### config.mk
export PLATFORM = sky130hd
export DESIGN_NAME = seq_divmod_unit
export DESIGN_NICKNAME = d
export VERILOG_FILES = /design/src/rtl/seq_divmod_unit.sv
export SDC_FILE = /design/constraint.sdc
export NUM_CORES = 1
export LEC_CHECK = 0
export ABC_CLOCK_PERIOD_IN_PS = 6000
export CAP_MARGIN = 20
export CORE_MARGIN = 5
export CORE_UTILIZATION = 40
export CTS_CLUSTER_SIZE = 20
export DETAILED_ROUTE_END_ITERATION = 12
export PLACE_DENSITY = 0.65
export SLEW_MARGIN = 0
export SYNTH_ARGS = -nofsm -noshare
export SYNTH_HDL_FRONTEND = slang
export SYNTH_SLANG_ARGS = --single-unit
### constraint.sdc
create_clock -name clk -period 6 [get_ports clk]
set_input_delay 1.5 -clock clk [delete_from_list [all_inputs] [get_ports clk]]
set_output_delay 1.5 -clock clk [all_outputs]
set_load 0.01 [all_outputs]
### src/rtl/seq_divmod_unit.sv
// seq_divmod_unit: sequential unsigned divider, restoring shift-subtract,
// one quotient bit per clock. Started by a rising edge on go.
//   clk, rst_n : clock, asynchronous active-low reset
//   go         : start request (rising edge starts a division)
//   a, b       : dividend / divisor, sampled on the start edge
//   ready      : high in IDLE/DONE/ERROR, low while a division runs
//   error      : high when the last requested division had b == 0
//   div, mod   : quotient / remainder of the last completed division
module seq_divmod_unit #(
    parameter int unsigned WIDTH = 16
) (
    input  logic             clk,
    input  logic             rst_n,
    input  logic             go,
    input  logic [WIDTH-1:0] a,
    input  logic [WIDTH-1:0] b,
    output logic             ready,
    output logic             error,
    output logic [WIDTH-1:0] div,
    output logic [WIDTH-1:0] mod
);

    localparam int unsigned CW = $clog2(WIDTH + 1);

    typedef enum logic [2:0] {
        IDLE,
        BUSY,
        DIV0,
        DONE,
        ERROR
    } state_t;

    state_t           state_q, state_d;
    logic             go_prev_q;
    logic [WIDTH-1:0] a_q, a_d;
    logic [WIDTH-1:0] b_q, b_d;
    logic [WIDTH-1:0] r_q, r_d;
    logic [CW-1:0]    cnt_q, cnt_d;
    logic [WIDTH-1:0] div_q, div_d;
    logic [WIDTH-1:0] mod_q, mod_d;
    logic             ready_q, ready_d;
    logic             error_q, error_d;

    logic             start;
    logic [WIDTH:0]   t;
    logic             q_bit;

    assign start = go && !go_prev_q;
    // Partial remainder with the next dividend bit shifted in.
    assign t     = {r_q, a_q[WIDTH-1]};
    assign q_bit = (t >= {1'b0, b_q});

    // Next-state and output logic.
    always_comb begin
        state_d = state_q;
        a_d     = a_q;
        b_d     = b_q;
        r_d     = r_q;
        cnt_d   = cnt_q;
        div_d   = div_q;
        mod_d   = mod_q;
        ready_d = ready_q;
        error_d = error_q;

        if (start) begin
            // Accepted in every state; an in-flight division is discarded.
            a_d     = a;
            b_d     = b;
            r_d     = '0;
            cnt_d   = CW'(WIDTH);
            ready_d = 1'b0;
            error_d = 1'b0;
            state_d = (b == '0) ? DIV0 : BUSY;
        end else begin
            unique case (state_q)
                BUSY: begin
                    // Remainder stays below b, so the low WIDTH bits suffice.
                    r_d   = q_bit ? (t[WIDTH-1:0] - b_q) : t[WIDTH-1:0];
                    a_d   = {a_q[WIDTH-2:0], q_bit};
                    cnt_d = cnt_q - CW'(1);
                    if (cnt_q == CW'(1)) begin
                        div_d   = a_d;
                        mod_d   = r_d;
                        ready_d = 1'b1;
                        state_d = DONE;
                    end
                end
                DIV0: begin
                    div_d   = '1;
                    mod_d   = a_q;
                    ready_d = 1'b1;
                    error_d = 1'b1;
                    state_d = ERROR;
                end
                IDLE, DONE, ERROR: begin
                end
                default: state_d = IDLE;
            endcase
        end
    end

    // State and datapath registers.
    always_ff @(posedge clk or negedge rst_n) begin
        if (!rst_n) begin
            state_q   <= IDLE;
            go_prev_q <= 1'b0;
            a_q       <= '0;
            b_q       <= '0;
            r_q       <= '0;
            cnt_q     <= '0;
            div_q     <= '0;
            mod_q     <= '0;
            ready_q   <= 1'b1;
            error_q   <= 1'b0;
        end else begin
            state_q   <= state_d;
            go_prev_q <= go;
            a_q       <= a_d;
            b_q       <= b_d;
            r_q       <= r_d;
            cnt_q     <= cnt_d;
            div_q     <= div_d;
            mod_q     <= mod_d;
            ready_q   <= ready_d;
            error_q   <= error_d;
        end
    end

    assign ready = ready_q;
    assign error = error_q;
    assign div   = div_q;
    assign mod   = mod_q;

endmodule

# Yosys cells after proc, flatten, opt, wreduce, memory -nomap -nowiden

Cells that the tools add are included.

Memory bits (read-only): 0
Memories: 0
Memory bits (writable): 0
Latch bits: 0
Logic and storage cells: 54
Register bits after elaboration: 91

Multiply operators: 0
Multiplexer cells: 20
Magnitude comparators: 1
Div/mod/pow operators: 0
Shift operators: 0
Equality and inequality tests: 8
Add/sub/neg operators: 2
Reduce and logical (&&, ||, !) cells: 12
Bitwise logic cells: 1

Operators with widths:

| cell                  | number |
|---|---|
| $mux W16              | 7 |
| $pmux W16 S2          | 2 |
| $ge A17 B16 Y1        | 1 |
| $logic_not A16 Y1     | 1 |
| $sub A16 B16 Y16      | 1 |
| $mux W5               | 2 |
| $pmux W3 S3           | 1 |
| $eq A3 B2 Y1 const B  | 2 |
| $mux W3               | 2 |
| $reduce_bool A2 Y1    | 3 |
| $eq A5 B1 Y1 const B  | 1 |
| $sub A5 B1 Y5 const B | 1 |
| $mux W1               | 4 |
| $ne A2 B2 Y1 const B  | 2 |
| $reduce_and A2 Y1     | 2 |
| $eq A3 B1 Y1 const B  | 1 |
| $eq A3 B3 Y1 const B  | 1 |
| $logic_not A3 Y1      | 1 |
| $ne A3 B3 Y1 const B  | 1 |
| $reduce_and A3 Y1     | 1 |
| $reduce_bool A3 Y1    | 1 |
| $reduce_or A3 Y1      | 1 |
| $mux W2               | 1 |
| $pmux W1 S2           | 1 |
| other kinds (3)       | 3 |

# Logic depth before layout (Yosys ltp)

Gate-level depths: netlist of run 1.

Word-level depth: 4
Depth in mapped cells: 11

# Worst setup path before layout of run 1

No wires, ideal clock.

Path kind: input to register
Start: input go
End: register r_q[11]
Arrival time: 2600 ps
Setup slack: 3322 ps
Path buffers: 3
Stages on the path: 6
Path through: nand2b_1 -> clkbuf_1 -> clkbuf_1 -> clkbuf_1 -> o21ai_0 -> a21oi_1

Word-level cells in the longest chain between the ends: 2
Elaborated cells on any way between the ends: 3
Those cells by class: mux: 1; reduce/logical: 2

Ends and longest elaborated chain:

| what                                           | RTL line | RTL |
|---|---|---|
| start, declared                                | 14       | `input logic go,` |
| $logic_and A1 B1 Y1 (*)                        | 48       | `assign start = go && !go_prev_q;` |
| $mux W16 or $reduce_bool A2 Y1 (tied branches) | -        |  |
| end signal, assigned                           | 120      | `r_q <= r_d;` |
| end, declared                                  | 37       | `logic [WIDTH-1:0] r_q, r_d;` |

Mark *: on every way between the ends. The rest lies on a longest branch, timed or not.
A chain may end at the register's enable or synchronous reset.

# Worst setup path after layout of run 1

Start: input go
End: register mod_q[12] (netlist: mod[12])

Word-level cells in the longest chain between the ends: 3

Ends and longest elaborated chain:

| what                               | RTL line | RTL |
|---|---|---|
| $logic_and A1 B1 Y1                | 48       |  |
| $not A1 Y1 (no source line)        | -        |  |
| $reduce_and A3 Y1 (no source line) | -        |  |
| end signal, assigned               | 123      | `mod_q <= mod_d;` |
| end, declared                      | 40       | `logic [WIDTH-1:0] mod_q, mod_d;` |

No other way between the ends.

==> results of run 1 <==
## cell type report
| class | instances | share of cell area |
|---|---|---|
| clock buffer | 10 | 0.03891 |
| sequential | 91 | 0.3710 |
| multi-input combinational | 420 | 0.4101 |
| timing repair buffer | 75 | 0.1196 |
| inverter | 25 | 0.01528 |
| clock inverter | 5 | 0.01019 |
| tap | 172 | 0.03504 |
## worst max-delay path: cells and delay by family
| kind | cells | cell delay, ps |
|---|---|---|
| compound gates | 1 | 370 |
| buf+inv | 3 | 1170 |
| simple gates | 4 | 630 |
## metal layers
metal | wire length [um] | share of wire | vias up | track usage
met2 | 5851 | 0.44 | 131 | 0.2741
met3 | 733 | 0.055 | 24 | 0.03180
met5 | 0 | 0 | - | 0
met1 | 6445 | 0.48 | 2125 | 0.2706
met4 | 293 | 0.022 | 0 | 0.06928
li1 | - | - | 2115 | -
## state kept, by name, indices dropped and copies added, names as in the netlist
name and flops:
a_q 16, b_q 16, cnt_q 5, div 16, error 1, go_prev_q 1
mod 16, r_q 16, ready 1, state_q 3
## Yosys cell counts (all sizes together), types with 4 or more instances
library cell  number
nor2              71
buf               13
dfrtp             90
and3              10
xnor2              9
clkbuf            25
nand4              9
a21oi             39
a21o               7
nand2             69
a211oi             8
xor2               4
ha                18
inv               25
or3                7
nor3              23
o21ai             48
nand3             15
mux2i             10
a31oi             21
nor4               6
## cell usage in the layout (no fill, tap or decap), types with 2 or more instances in the layout
cell type,synthesis,layout
ha_1,18,18
nor4_1,6,6
and2_1,3,3
o21a_1,2,2
xor2_1,4,4
buf_4,0,7
nand2b_1,3,2
a31oi_1,21,21
clkbuf_16,0,9
a21o_2,3,3
nand3_1,15,15
o31ai_1,2,2
nor3_1,23,22
o311ai_0,2,2
a211oi_1,6,6
mux2i_1,10,10
o21bai_1,3,3
clkdlybuf4s50_1,0,67
o22ai_1,2,2
and4_1,2,2
a21o_1,4,4
inv_1,25,25
nand2_1,69,69
clkinvlp_4,0,2
o21ai_1,3,3
dfrtp_1,90,90
nor2_1,71,71
and3_1,9,9
xnor2_1,9,9
nand4_1,8,8
a21oi_1,38,38
o21ai_0,45,45
or3_1,7,7
## through the flow
stage,utilization,hold slack (ps)
finish,0.4907,497.2
CTS,0.4898,501.4
global route,0.4907,540.2
floorplan,-,449.7
detailed placement,0.4657,485.5
global placement,0.4657,474.7
## cells by family after synthesis
| logic type | share of synthesized area |
|---|---|
| AO/OA/AOI/OAI | 0.1887 |
| XOR/XNOR | 0.02251 |
| adder cells (fa/ha/maj) | 0.04848 |
| buffers and inverters | 0.05491 |
| flip-flops | 0.4504 |
| multiplexers | 0.02201 |
| AND/OR/NAND/NOR | 0.2130 |
## power by group
part	total (mW)	internal, mW	leakage, nW	switching, mW
registers	1.07	0.860	1.09	0.214
logic	1.69	0.735	1.38	0.959
clock network	0.588	0.334	0.141	0.253
total	3.36	1.93	2.61	1.43
## final timing paths
check / depth (start not counted) / start / end / slack [ps]
worst max-delay path: 8 / go / mod[12] / 2590
worst min-delay path: 2 / b_q[0] / b_q[0] / 500
worst max register to register: 6 / r_q[6] / mod[5] / 2870
worst min register to register: 2 / b_q[0] / b_q[0] / 500
max in group asynchronous: 2 / rst_n / div[9] / 3820
min in group asynchronous: 1 / rst_n / mod[0] / 1090
==> metrics.txt, run 1 <==
Post-Route Setup TNS 0 ps; Worst-path clk slew approximately 70 ps; core box area between 0.01 and 0.015 mm^2; Post-CTS Repair Setup Buffers 0; syn_area_per_cell roughly 8.8 um^2; sequential cell area about 0.0023 mm^2; top_reg_cell synth dfrtp_1; full die area ~0.015 mm^2; skew final roughly 6.6 ps; GP Congestion between 0.9 and 1; drt drc 0; #FFs+latches synth between 90 and 100; crit path cell chain clkdlybuf4s50_1 > nand2b_2 > buf_4 > nand2_1 > buf_4 > nor2_1 > a311o_1 > nor2_1; layout filler cell count between 1k and 1.5k; Setup WS pre-CTS 2209 ps; ANT nets after route 0; area of the multi-input gates roughly 0.0025 mm^2; CTS Sinks just over 90; row count 41; max_cap viols 0; vias in the first global route around 4.2k; number of synthesized flops with an enable pin 0; final hold violations 0; DP Area between 0.005 and 0.006 mm^2; WS Path Type input pin to register; ratio of cells with drive above 1 in the final layout 0.07029; Power Density ~550 mW/mm^2; CTS Buffer Depth 2; sequential share of the synthesized area 0.4504; die height about 120 um; Clock Root Buffer clkbuf_16; post-synthesis async set-or-reset flop share 1.000; Crit path required time about 6300 ps; Worst IR Drop VDD approximately 0.16 mV; Layout Cells excl Fill ~800; HPWL after DPL just under 10,000 um; Initial Util 0.4041; DR pass1 iterations 5; total routed wirelength 13,320 um; period utilization 0.5687; hold crit path type register to register; CTS Hold Bufs 0; final setup margin around 2600 ps; Critical Path Fanout Max 41; Area Growth Syn to Fin 21.42%; Mapped Area 0.005059 mm^2; vias per inst 5.508; Synth area leader dfrtp_1; relative slew slack 0.3408; # setup viols final 0; Worst path slowest cell clkdlybuf4s50_1; vias 4,395; drt wl/cell 16.70 um; slowest stage delay, CP around 500 ps; RSZ-0062 raised after global routing false; Pleak between 2 and 3 nW; GRT Total Usage 0.1849; Synth Warn # 0; status finished, final reports clean; Port Buffers 68; DP Cell Count 782; post-route design area roughly 0.0061 mm^2; Critical Path End Type register; # diodes 0; CTS tree yes; first-pass GRT wire length between 20,000 and 25,000 um; initial antenna violation count 0; Syn Inst Count 574; library cells used by synthesis 68; Yosys top cell area share 0.4452; CTS buffer count 9; Worst Setup Start Kind input pin; clock latency on the worst-skew pair between 300 and 400 ps; synth top area cells dfrtp_1, nor2_1, nand2_1; Final Power 3.355 mW; Slew @ Worst Pin roughly 1000 ps; Final min period 3412 ps; Critical Path AT 3700 ps; Max Freq around 300 MHz; DIE WIDTH between 100 and 150 um; largest net degree at the start of global routing 58; DR iter-0 viols between 400 and 500; Max Slew Vio Count 0; post-cts sizing count 0; total global routing overflow 0; Net count, final approximately 680; Synth Net Count approximately 630; depth of the CTS H-tree 3; Ports slightly below 70
No activity file was read; power rests on OpenSTA's default activity.
==> run 2, diff against run 1 <==
--- a/config.mk
+++ b/config.mk
@@ -5,7 +5,7 @@
 export SDC_FILE = /design/constraint.sdc
 export NUM_CORES = 1
 export LEC_CHECK = 0
-export ABC_CLOCK_PERIOD_IN_PS = 6000
+export ABC_CLOCK_PERIOD_IN_PS = 3400
 export CAP_MARGIN = 20
 export CORE_MARGIN = 5
 export CORE_UTILIZATION = 40
==> constraint.sdc (replaced) <==
create_clock -name clk -period 3.4 [get_ports clk]
set_input_delay 0.85 -clock clk [delete_from_list [all_inputs] [get_ports clk]]
set_output_delay 0.85 -clock clk [all_outputs]
set_load 0.01 [all_outputs]
==> metrics.txt, run 2 (same netlist as run 1, synthesis figures left out) <==
largest net degree at the start of global routing 63 (+8.6%); GRT Total Usage 0.1855 (+0.0006212); Ports 69 (unchanged); layout filler cell count 1,246 (-0.56%); Clock Root Buffer clkbuf_16; Critical Path AT 3010 ps (-690 ps); clock latency on the worst-skew pair 340 ps (about the same); hold path start ready; CTS buffer count 9 (unchanged); final setup margin 599.3 ps (-1988 ps); Psw 2.522 mW (+77%); clock power share 0.183 (+0.008); post-cts sizing count 0 (unchanged); # setup viols final 0 (unchanged); first-pass GRT wire length 22,030 um (+0.79%); reg-to-reg slack, setup 600 ps (-2270 ps); initial antenna violation count 0 (unchanged); full die area 0.01500 mm^2 (unchanged); RR Startpoint r_q[6]; Post-CTS Repair Setup Buffers 0 (unchanged); DIE WIDTH 122.5 um (unchanged); drt drc 0 (unchanged); DP Area 0.005894 mm^2 (+1.1%); relative slew slack 0.4544 (+0.1136); crit path from r_q[6]; CTS tree yes; total global routing overflow 0 (unchanged); final hold violations 0 (unchanged); status finished, final reports clean; DR pass1 iterations 5 (unchanged); DP Cell Count 789 (+0.90%); Power Density 966.9 mW/mm^2 (+77%); area of the multi-input gates 0.002519 mm^2 (unchanged); Net count, final 682 (+0.89%); row count 41 (unchanged); Critical Path Fanout Max 14 (-66%); RSZ-0062 raised after global routing false; Critical Path End Type register; ratio of cells with drive above 1 in the final layout 0.08057 (+0.01028); max_cap viols 0 (unchanged); skew final 6.222 ps (-0.4279 ps); CTS Hold Bufs 0 (unchanged); depth of the CTS H-tree 3 (unchanged); CTS Buffer Depth 2 (unchanged); Comb pwr share 0.504 (about the same); vias per inst 5.473 (-0.62%); Worst IR Drop VDD 0.2839 mV (+75%); Crit path required time 3610 ps (-2670 ps); core box area 0.01252 mm^2 (unchanged); Max Freq around 360 MHz; Switching Fraction 0.4193 (-0.005703); DR iter-0 viols 487 (+21%); CTS Sinks 91 (unchanged); post-route design area 0.006220 mm^2 (+1.3%); sequential cell area 0.002278 mm^2 (unchanged); vias 4,406 (+0.25%); Port Buffers 68 (unchanged); Setup WS pre-CTS 659.6 ps (-1549 ps); Post-Route Utilization 0.4969 (+0.006197); vias in the first global route 4,311 (+1.7%); Worst Setup Start Kind register; Area Growth Syn to Fin 22.95%; Final min period roughly 2800 ps; WS Path Type register to register; period utilization 0.8237; most common cell after layout, fill and taps aside dfrtp_1; drt wl/cell 16.74 um (+0.25%); Worst-path clk slew 70 ps (about the same); Pleak 2.652 nW (+1.7%); Slew @ Worst Pin 818.4 ps (-170.4 ps); total routed wirelength 13,470 um (+1.1%); HPWL after DPL 9755 um (+1.5%); # diodes 0 (unchanged); Layout Cells excl Fill 805 (+0.88%); final hold slack 503.8 ps (+6.669 ps); Post-Route Setup TNS 0 ps (unchanged); hold crit path type register to register; Initial Util 0.4041 (unchanged); GP Congestion 0.8650 (-7.5%); Max Slew Vio Count 0 (unchanged); most frequent cells in the layout dfrtp_1, nor2_1, nand2_1; sequential share of power 0.313 (-0.007); Int Power 3.492 mW (+81%); die height 122.5 um (unchanged); ANT nets after route 0 (unchanged); Final Power 6.014 mW (+79%)
[run 2: worst paths after layout]
kind | to | depth (start not counted)
worst max register to register | mod[9] | 7
worst max-delay path | mod[9] | 7
max in group asynchronous | cnt_q[2] | 2
worst min-delay path | ready | 2
min in group asynchronous | div[4] | 1
worst min register to register | ready | 2
[run 2: power by group through the flow]
| stage | Combinational, mW | Clock, mW | Sequential, mW |
|---|---|---|---|
| after floorplan | 2.01 | 0 | 1.88 |
| after global placement | 2.96 | 0 | 1.89 |
| after detailed placement | 3.01 | 0 | 1.90 |
| after CTS | 3.03 | 1.11 | 1.88 |
| after global routing | 3.36 | 1.15 | 1.95 |
| final | 3.03 | 1.10 | 1.88 |
[run 2: area by class of cell]
cell class                 instances  share of cell area
tap                              172             0.03460
clock inverter                     7             0.01609
multi-input combinational        420              0.4049
timing repair buffer              81              0.1267
inverter                          25             0.01509
sequential                        91              0.3663
clock buffer                       9             0.03621
[run 2: metal layers]
layer,GRT usage,wire length [um],vias to the layer above
li1,-,-,2133
met1,0.2732,6671,2136
met2,0.2824,5935,125
met3,0.02627,737,12
met4,0.05878,130,0
met5,0,0,-
[run 2: worst max-delay path, stage by stage, from the launching register on]
cell     delay, ps
dfrtp_1        430
ha_1           460
nand4_2        240
o41ai_2        550
o41a_1         200
buf_4          240
mux2i_1        410
a21oi_1        120
